--- src/rtl/pipe_ctrl_pkg.sv ---
// Shared types and constants for the pipeline stall/flush controller.
package pipe_ctrl_pkg;

    localparam int REG_ADDR_W      = 5;
    localparam int DEF_MEM_TIMEOUT = 16;
    localparam int DEF_CNT_W       = 32;

    typedef enum logic [1:0] {
        ST_RUN      = 2'd0,
        ST_MEM_WAIT = 2'd1,
        ST_ERR      = 2'd2
    } ctrl_state_e;

    // One bundle for every register control the controller drives.
    typedef struct packed {
        logic dmem_req;
        logic pc_en;
        logic ifid_en;
        logic ifid_clc;
        logic idex_en;
        logic idex_clc;
        logic exmem_en;
        logic exmem_clc;
        logic memwb_en;
        logic memwb_clc;
    } ctrl_t;

    localparam ctrl_t CTRL_RESET  = '{dmem_req: 1'b0, pc_en: 1'b0,
                                      ifid_en: 1'b1, ifid_clc: 1'b1,
                                      idex_en: 1'b1, idex_clc: 1'b1,
                                      exmem_en: 1'b1, exmem_clc: 1'b1,
                                      memwb_en: 1'b1, memwb_clc: 1'b1};
    localparam ctrl_t CTRL_RUN    = '{dmem_req: 1'b0, pc_en: 1'b1,
                                      ifid_en: 1'b1, ifid_clc: 1'b0,
                                      idex_en: 1'b1, idex_clc: 1'b0,
                                      exmem_en: 1'b1, exmem_clc: 1'b0,
                                      memwb_en: 1'b1, memwb_clc: 1'b0};
    localparam ctrl_t CTRL_FROZEN = '0;

endpackage

--- src/rtl/load_use_detect.sv ---
// Combinational load-use hazard detection between the ID and EX stages.
module load_use_detect
    import pipe_ctrl_pkg::*;
(
    input  logic [REG_ADDR_W-1:0] id_rs1,
    input  logic [REG_ADDR_W-1:0] id_rs2,
    input  logic                  id_use_rs1,
    input  logic                  id_use_rs2,
    input  logic [REG_ADDR_W-1:0] ex_rd,
    input  logic                  ex_is_load,
    output logic                  hazard
);

    logic rd_live;
    logic rs1_hit;
    logic rs2_hit;

    // x0 is hardwired to zero, so a load targeting it never creates a dependency.
    assign rd_live = ex_is_load && (ex_rd != '0);
    assign rs1_hit = id_use_rs1 && (id_rs1 == ex_rd);
    assign rs2_hit = id_use_rs2 && (id_rs2 == ex_rd);
    assign hazard  = rd_live && (rs1_hit || rs2_hit);

endmodule

--- src/rtl/pipe_hazard_ctrl.sv ---
// Stall/flush controller for the 5-stage pipeline: memory freeze, branch flush,
// load-use bubble, plus a saturating stall counter and sticky memory-timeout flag.
module pipe_hazard_ctrl
    import pipe_ctrl_pkg::*;
#(
    parameter int MEM_TIMEOUT = DEF_MEM_TIMEOUT,
    parameter int CNT_W       = DEF_CNT_W
) (
    input  logic                  clk,
    input  logic                  rst_n,
    input  logic [REG_ADDR_W-1:0] id_rs1,
    input  logic [REG_ADDR_W-1:0] id_rs2,
    input  logic                  id_use_rs1,
    input  logic                  id_use_rs2,
    input  logic [REG_ADDR_W-1:0] ex_rd,
    input  logic                  ex_is_load,
    input  logic                  ex_br_taken,
    input  logic                  mem_req,
    input  logic                  mem_ack,
    output logic                  dmem_req,
    output logic                  pc_en,
    output logic                  ifid_en,
    output logic                  ifid_clc,
    output logic                  idex_en,
    output logic                  idex_clc,
    output logic                  exmem_en,
    output logic                  exmem_clc,
    output logic                  memwb_en,
    output logic                  memwb_clc,
    output logic [CNT_W-1:0]      stall_cnt,
    output logic                  mem_err,
    output logic [1:0]            dbg_state
);

    localparam logic [1:0] RUN      = ST_RUN;
    localparam logic [1:0] MEM_WAIT = ST_MEM_WAIT;
    localparam logic [1:0] ERR      = ST_ERR;
    localparam int         WAIT_W   = $clog2(MEM_TIMEOUT + 1);

    logic [1:0]        state;
    logic [1:0]        state_nxt;
    logic [WAIT_W-1:0] wait_cnt;
    logic [WAIT_W-1:0] wait_nxt;
    logic              hazard;
    logic              mem_stall;
    logic              req_out;
    ctrl_t             ctrl;

    load_use_detect u_load_use_detect (
        .id_rs1     (id_rs1),
        .id_rs2     (id_rs2),
        .id_use_rs1 (id_use_rs1),
        .id_use_rs2 (id_use_rs2),
        .ex_rd      (ex_rd),
        .ex_is_load (ex_is_load),
        .hazard     (hazard)
    );

    // Handshake: dmem_req is a level held from the first request cycle until the
    // cycle mem_ack is seen; an access completes in the cycle where both are high.
    // mem_ack with no outstanding request carries no meaning and is ignored.
    always_comb begin
        mem_stall = 1'b1;
        req_out   = 1'b0;
        case (state)
            RUN: begin
                req_out   = mem_req;
                mem_stall = mem_req && !mem_ack;
            end
            MEM_WAIT: begin
                req_out   = 1'b1;
                mem_stall = !mem_ack;
            end
            default: begin
                req_out   = 1'b0;
                mem_stall = 1'b1;
            end
        endcase
    end

    // The wait count reaching MEM_TIMEOUT inside MEM_WAIT declares the memory dead.
    always_comb begin
        state_nxt = state;
        wait_nxt  = wait_cnt;
        case (state)
            RUN: begin
                if (mem_req && !mem_ack) begin
                    state_nxt = MEM_WAIT;
                    wait_nxt  = '0;
                end
            end
            MEM_WAIT: begin
                if (mem_ack) begin
                    state_nxt = RUN;
                end else begin
                    wait_nxt = wait_cnt + WAIT_W'(1);
                    if (wait_nxt == WAIT_W'(MEM_TIMEOUT)) begin
                        state_nxt = ERR;
                    end
                end
            end
            ERR: begin
                state_nxt = ERR;
            end
            default: begin
                state_nxt = RUN;
                wait_nxt  = '0;
            end
        endcase
    end

    // Priority: reset, memory freeze, branch flush (ID is wrong-path), load-use bubble.
    always_comb begin
        ctrl = CTRL_RUN;
        if (!rst_n) begin
            ctrl = CTRL_RESET;
        end else if (mem_stall) begin
            ctrl = CTRL_FROZEN;
        end else if (ex_br_taken) begin
            ctrl          = CTRL_RUN;
            ctrl.ifid_clc = 1'b1;
            ctrl.idex_clc = 1'b1;
        end else if (hazard) begin
            ctrl          = CTRL_RUN;
            ctrl.pc_en    = 1'b0;
            ctrl.ifid_en  = 1'b0;
            ctrl.idex_clc = 1'b1;
        end
        if (rst_n) begin
            ctrl.dmem_req = req_out;
        end
    end

    always_ff @(posedge clk) begin
        if (!rst_n) begin
            state     <= RUN;
            wait_cnt  <= '0;
            stall_cnt <= '0;
            mem_err   <= 1'b0;
        end else begin
            state    <= state_nxt;
            wait_cnt <= wait_nxt;
            if (!ctrl.pc_en && (stall_cnt != {CNT_W{1'b1}})) begin
                stall_cnt <= stall_cnt + CNT_W'(1);
            end
            if (state_nxt == ERR) begin
                mem_err <= 1'b1;
            end
        end
    end

    assign dmem_req  = ctrl.dmem_req;
    assign pc_en     = ctrl.pc_en;
    assign ifid_en   = ctrl.ifid_en;
    assign ifid_clc  = ctrl.ifid_clc;
    assign idex_en   = ctrl.idex_en;
    assign idex_clc  = ctrl.idex_clc;
    assign exmem_en  = ctrl.exmem_en;
    assign exmem_clc = ctrl.exmem_clc;
    assign memwb_en  = ctrl.memwb_en;
    assign memwb_clc = ctrl.memwb_clc;
    assign dbg_state = state;

endmodule

--- config.mk ---
export PLATFORM = sky130hd
export DESIGN_NAME = pipe_hazard_ctrl
export DESIGN_NICKNAME = d
export VERILOG_FILES = /design/src/rtl/pipe_ctrl_pkg.sv /design/src/rtl/load_use_detect.sv /design/src/rtl/pipe_hazard_ctrl.sv
export SDC_FILE = /design/constraint.sdc
export NUM_CORES = 1
export LEC_CHECK = 0
export ABC_AREA = 1
export BUFFER_PORTS_ARGS = -buffer_cell sky130_fd_sc_hd__buf_2
export CAP_MARGIN = 20
export CELL_PAD_IN_SITES_DETAIL_PLACEMENT = 0
export CELL_PAD_IN_SITES_GLOBAL_PLACEMENT = 1
export CORE_ASPECT_RATIO = 1.5
export CORE_MARGIN = 4
export CORE_UTILIZATION = 39
export DETAILED_ROUTE_END_ITERATION = 12
export PLACE_DENSITY_LB_ADDON = 0.1
export SYNTH_ARGS = -nofsm -noshare
export SYNTH_HDL_FRONTEND = slang
export SYNTH_SLANG_ARGS = --single-unit
--- constraint.sdc ---
create_clock -name clk -period 5.15 [get_ports clk]
set_input_delay 0.7725 -clock clk [delete_from_list [all_inputs] [get_ports clk]]
set_output_delay 0.7725 -clock clk [all_outputs]
set_load 0.01 [all_outputs]
==> summary.txt, run 1 <==
Final layout
  • Fin nets: 531
  • Layout cell share with drive strength beyond 1: 0.172
  • Final core utilization: 0.468
  • Ant. Diodes: 0
  • P&R area growth vs syn: 17.3%

GRT
  • Total track usage: 0.195
  • Largest net degree at the start of global routing: 32
  • Total gr overflow: 0
  • Global-route wire length before repair: 13100 um
  • Initial antenna violation count: 0
  • Vias in the first global route: 2754

Setup path
  • Crit path DAT: 2.09 ns
  • Required @ worst endpoint: 4.38 ns
  • CP Capture Type: primary output
  • Buffers and inverters on the worst path: 5
  • Worst Path Max Fanout: 11
  • Crit path launch type: input pin
  • CP cell instances: buf_2 > inv_1 > nand4_1 > o21ai_0 > inv_1 > nand3_1 > nand3_1 > inv_1 > buf_2
  • Worst Setup Path Type: in2out
  • Crit path max-delay family: buffers and inverters
  • Crit path max-delay cell type: nand3_1
  • Most frequent CP cell: inv_1
  • Max incr delay on CP: 0.35 ns

Clock network
  • Hold buffer count at CTS: 0
  • CTS root buf: clkbuf_8
  • Post-CTS setup buffers: 0
  • Clock insertion delay at the later pin of the skew report: 0.30 ns
  • Clock Path Buffers: 2
  • CTS resizes: 0
  • H-tree levels: 2
  • CTS Buf Count: 5
  • Clock sinks: 40
  • CTS tree: built
  • Clock Pin Slew Worst Setup and Hold Paths: 0.08 ns

Synth
  • Count leader, synth: nand2_1
  • Synth warn: 0
  • Synthesized flop and latch total: 40
  • Commonest cells in the netlist: nand2_1, nand3_1, nor2_1
  • Dominant cell type by area after synthesis: dfxtp_1
  • Syn Area/Cell: 6.08 um^2
  • Gate Count Post-Synth: 446
  • Post-synth EDFFs: 0
  • Async SR Flop Fraction: 0
  • Post-synth top area share: 0.295
  • Area contributors post-synth: dfxtp_1, nand2_1, nand3_1
  • Syn Nets: 471
  • Cell area after synthesis: 0.00271 mm^2
  • Post-synthesis sequential area ratio: 0.295
  • Synth Flop Type: dfxtp_1
  • Unique cell type count in the Yosys netlist: 27

Routing
  • Via density: 4.96
  • Initial DRC Count: 173
  • Post-route DRC: 0
  • Final ANT Viol Nets: 0
  • Via count: 2899
  • Wire per inst: 13.6 um
  • Drt first pass iters: 4
  • Detailed-route wire length: 7970 um

Run
  • Max-Cap Viols: 0

Die
  • Cell Rows: 37
  • Die ar.: 0.00838 mm^2
  • Die width: 76.1 um
  • Core area: 0.00681 mm^2
  • Initial Utilization: 0.399
  • Io pins: 68
  • Chip Height: 110 um

Placement
  • I/O Buffers: 67
  • Final Wtd Congestion: 0.892
  • Post-place setup slack: 2.23 ns
  • DPL Wire Length: 6090 um

Pwr
  • Part of the power in registers: 0.486
  • Pwr per Cell Area: 205 mW/mm^2
  • Sw Ratio: 0.261
  • Switching pwr: 170 uW
  • LEAKAGE: 0.00142 uW
  • Power Total: 652 uW
  • Internal power: 482 uW
  • Clock power frac: 0.408
  • Worst vdd rail ir drop: 123 uV
  • Combinational group share of total power: 0.106

STA
  • Clock skew: 0.00365 ns
  • Fin. max-slew vios: 0
  • Fmax: 350 MHz
  • Final WS setup: 2.29 ns
  • Slew @ Worst Pin: 0.751 ns
  • Relative slew margins: 0.499
  • Tcrit/Tclk final: 0.555
  • # setup viols final: 0
  • Tmin final: 2.86 ns
  • Setup TNS: 0 ns
  • Unrepaired setup endpoints after global routing: no
  • Hold Fails Final Rpt: 0

Worst hold path
  • Worst hold path class: reg2reg

Outcome
  • Status: finished, final reports clean
## routing by layer
metal / track usage / part of all wire / vias up
li1: - / - / 1540
met1: 0.207 / 0.40 / 1276
met2: 0.364 / 0.52 / 71
met3: 0.0407 / 0.055 / 12
met4: 0.0938 / 0.029 / 0
met5: 0 / 0 / -
## flip-flops by register name (all words and copies together), names as in the netlist
name,cells
stall_cnt,32
wait_cnt,5
dbg_state,2
mem_err,1
## through the flow
step                      hold slack, ns  cell area [um^2]  std cells
after floorplan                    0.451              2710        446
after global placement             0.439              3070        577
after detailed placement           0.445              3070        577
after CTS                          0.470              3180        585
after global routing               0.520              3180        585
final                              0.462              3180        585
## layout by cell type (no fill, tap or decap), types with 8 or more instances in the layout
master,count
nand3_1,49
nand2_1,140
nand4_1,8
inv_1,46
a21oi_1,37
nor2_1,47
xor2_1,18
nor3_1,13
dfxtp_1,40
buf_2,67
## final timing paths
path,from,slack [ns],to,depth (start not counted)
setup / recovery,ex_rd[2],2.29,pc_en,9
hold / removal,mem_err,0.46,mem_err,2
setup reg to reg,stall_cnt[0],2.84,stall_cnt[14],9
hold reg to reg,mem_err,0.46,mem_err,2
## tightest hold or removal path, delay by kind of cell, from the launching register on
family	cells	cell delay, ns
and+or+nand+nor	1	0.04
AOI/OAI and AO/OA	1	0.05
DFF	1	0.33
## logic make-up (layout without fill, tap and decap cells)
kind of cell	Yosys count	after routing	share of synthesized area
buf+inv	66	127	0.105
compound gates	43	43	0.0811
fa+ha+maj	2	2	0.00922
simple gates	271	271	0.432
xor+xnor	24	24	0.0775
flops	40	40	0.295
## layout make-up
type / count / area [um^2]
Fill cell: 772 / 3620
Multi-Input combinational cell: 340 / 1630
Clock inverter: 3 / 47.5
Tap cell: 78 / 97.6
Inverter: 49 / 184
Timing Repair Buffer: 70 / 358
Sequential cell: 40 / 801
Clock buffer: 5 / 68.8
## power by group through the flow
| stage | clock network (uW) | logic (uW) | registers, uW |
|---|---|---|---|
| floorplan | 0 | 46.1 | 324 |
| global placement | 0 | 69.7 | 324 |
| detailed placement | 0 | 70.0 | 324 |
| CTS | 279 | 70.3 | 317 |
| global route | 288 | 78.7 | 318 |
| finish | 266 | 69.1 | 317 |
Power figures use the tool's default switching activity.
==> inputs of run 2 (changes only) <==
--- a/config.mk
+++ b/config.mk
@@ -12,7 +12,7 @@
 export CELL_PAD_IN_SITES_GLOBAL_PLACEMENT = 1
 export CORE_ASPECT_RATIO = 1.5
 export CORE_MARGIN = 4
-export CORE_UTILIZATION = 39
+export CORE_UTILIZATION = 36
 export DETAILED_ROUTE_END_ITERATION = 12
 export PLACE_DENSITY_LB_ADDON = 0.1
 export SYNTH_ARGS = -nofsm -noshare
==> constraint.sdc (replaced) <==
create_clock -name clk -period 2.97 [get_ports clk]
set_input_delay 0.4455 -clock clk [delete_from_list [all_inputs] [get_ports clk]]
set_output_delay 0.4455 -clock clk [all_outputs]
set_load 0.01 [all_outputs]
==> summary.txt, run 2 (synthesis gave the netlist of run 1 again) <==
Outcome
  • Status: finished, final reports clean

Clock network
  • Clock Pin Slew Worst Setup and Hold Paths: 0.09 ns
  • Clock Path Buffers: 2
  • CTS root buf: clkbuf_8
  • CTS tree: built
  • Hold buffer count at CTS: 0
  • CTS Buf Count: 5
  • Post-CTS setup buffers: 0
  • Clock sinks: 40
  • CTS resizes: 0
  • Clock insertion delay at the later pin of the skew report: 0.31 ns
  • H-tree levels: 2

Routing
  • Met1 WL: 3260 um
  • Metal2 WL: 4060 um
  • Initial DRC Count: 185
  • Via count: 2908
  • Final ANT Viol Nets: 0
  • Drt first pass iters: 5
  • Wire per inst: 13.1 um
  • Post-route DRC: 0
  • Top Metal Used: met4
  • Via density: 4.78
  • Met3 WL: 449 um
  • Detailed-route wire length: 7990 um

Pwr
  • Pwr per Cell Area: 353 mW/mm^2
  • Sw Ratio: 0.264
  • Internal power: 838 uW
  • Combinational group share of total power: 0.106
  • Switching pwr: 301 uW
  • Clock power frac: 0.412
  • Worst vdd rail ir drop: 247 uV
  • Part of the power in registers: 0.481
  • LEAKAGE: 0.00143 uW

Setup path
  • Worst Path Max Fanout: 30
  • Required @ worst endpoint: 3.20 ns
  • Reg-to-Reg End: stall_cnt[21]
  • CP Capture Type: flop
  • FF-to-FF Start: stall_cnt[0]
  • Most frequent CP cell: nand2_1
  • R2R cell count: 9
  • FF-to-FF setup slack: 0.74 ns
  • CP cell instances: ha_1 > nand2_1 > nor2_4 > nand4_1 > nor2_2 > nand4_2 > nand2_2 > nand2_1 > a21oi_1
  • Crit path DAT: 2.47 ns
  • Crit path max-delay cell type: nand2_2
  • Worst Setup Path Type: reg2reg
  • Max incr delay on CP: 0.50 ns
  • Crit path launch type: flop

GRT
  • Vias in the first global route: 2779
  • Total gr overflow: 0
  • Global-route wire length before repair: 13200 um
  • Largest net degree at the start of global routing: 32
  • Total track usage: 0.184
  • Initial antenna violation count: 0

STA
  • Slew @ Worst Pin: 0.725 ns
  • Tcrit/Tclk final: 0.751
  • Unrepaired setup endpoints after global routing: no
  • Fin. max-slew vios: 0
  • Setup TNS: 0 ns
  • Clock skew: 0.00589 ns
  • Tmin final: 2.23 ns
  • # setup viols final: 0
  • Relative slew margins: 0.516
  • Fmax: 448 MHz
  • Hold Fails Final Rpt: 0
  • Hold WS: 0.421 ns

Placement
  • DPL Wire Length: 6220 um
  • I/O Buffers: 67
  • Final Wtd Congestion: 0.953

Die
  • Cell Rows: 38
  • Chip Height: 114 um
  • Die ar.: 0.00902 mm^2
  • Die width: 78.9 um
  • Initial Utilization: 0.373
  • Core area: 0.00727 mm^2
  • Io pins: 68

Final layout
  • # fillers: 809
  • Reg area: 801 um^2
  • Layout cell share with drive strength beyond 1: 0.175
  • Multi-input gate area: 0.00163 mm^2
  • Ant. Diodes: 0
  • P&R area growth vs syn: 18.9%
  • Commonest non-fill, non-tap cells in the layout: nand2_1, buf_2, nand3_1
  • Max reg flops: 32
  • Most common cell after layout, fill and taps aside: nand2_1
  • Top reg by flops: stall_cnt
  • Fin nets: 533

Worst hold path
  • Min-delay src: mem_req
  • Worst hold path class: in2reg
  • Hold path depth: 3
  • Hold Path Sink: dbg_state[0]

Run
  • Max-Cap Viols: 0
run 2: changes by cell type in the layout (fill, tap and decap cells not counted), sizes merged:
cell	before	now
clkinv	2	0
inv	49	50
clkinvlp	0	1
buf	70	72
run 2: metal layers:
metal | GRT usage | up-vias
met1 | 0.208 | 1271
met5 | 0 | -
li1 | - | 1549
met4 | 0.0745 | 0
met3 | 0.0323 | 11
met2 | 0.336 | 77
run 2: how the worst max path moves through the flow:
stage,slack (ns),cells past startpoint,end,from
after CTS,0.73,9,stall_cnt[21],stall_cnt[0]
after global routing,0.47,9,stall_cnt[28],stall_cnt[0]
final,0.74,9,stall_cnt[21],stall_cnt[0]
after detailed placement,0.76,12,stall_cnt[1],ex_rd[2]
after floorplan,1.11,11,stall_cnt[1],stall_cnt[0]
after global placement,0.77,12,stall_cnt[1],ex_rd[2]
run 2: area by class of cell:
cell class	count	area share
Clock buffer	5	0.0213
Clock inverter	3	0.0144
Inverter	49	0.0570
Multi-Input combinational cell	340	0.505
Sequential cell	40	0.248
Tap cell	100	0.0388
Timing Repair Buffer	72	0.116
run 2: worst max-delay path, delay by kind of cell (launching register included):
| kind | cells | cell delay (ns) |
|---|---|---|
| simple gates | 7 | 1.27 |
| flops | 1 | 0.46 |
| fa+ha+maj | 1 | 0.27 |
| compound gates | 1 | 0.15 |
run 2: power groups by stage:
stage               Sequential, uW  Combinational, uW  Clock [uW]
floorplan                      562               80.0           0
global placement               561                123           0
detailed placement             561                124           0
CTS                            549                124         487
global route                   550                140         509
finish                         549                121         469
run 2: through the flow:
step | instances | utilization | power, uW | worst slack, ns | area, um^2
6_report | 609 | 0.443 | 1140 | 0.739 | 3230
5_1_grt | 609 | 0.443 | 1200 | 0.468 | 3230
4_1_cts | 609 | 0.443 | 1160 | 0.729 | 3230
3_5_place_dp | 601 | 0.428 | 685 | 0.760 | 3110
3_3_place_gp | 601 | 0.428 | 685 | 0.770 | 3110
2_1_floorplan | 446 | - | 642 | 1.11 | 2710
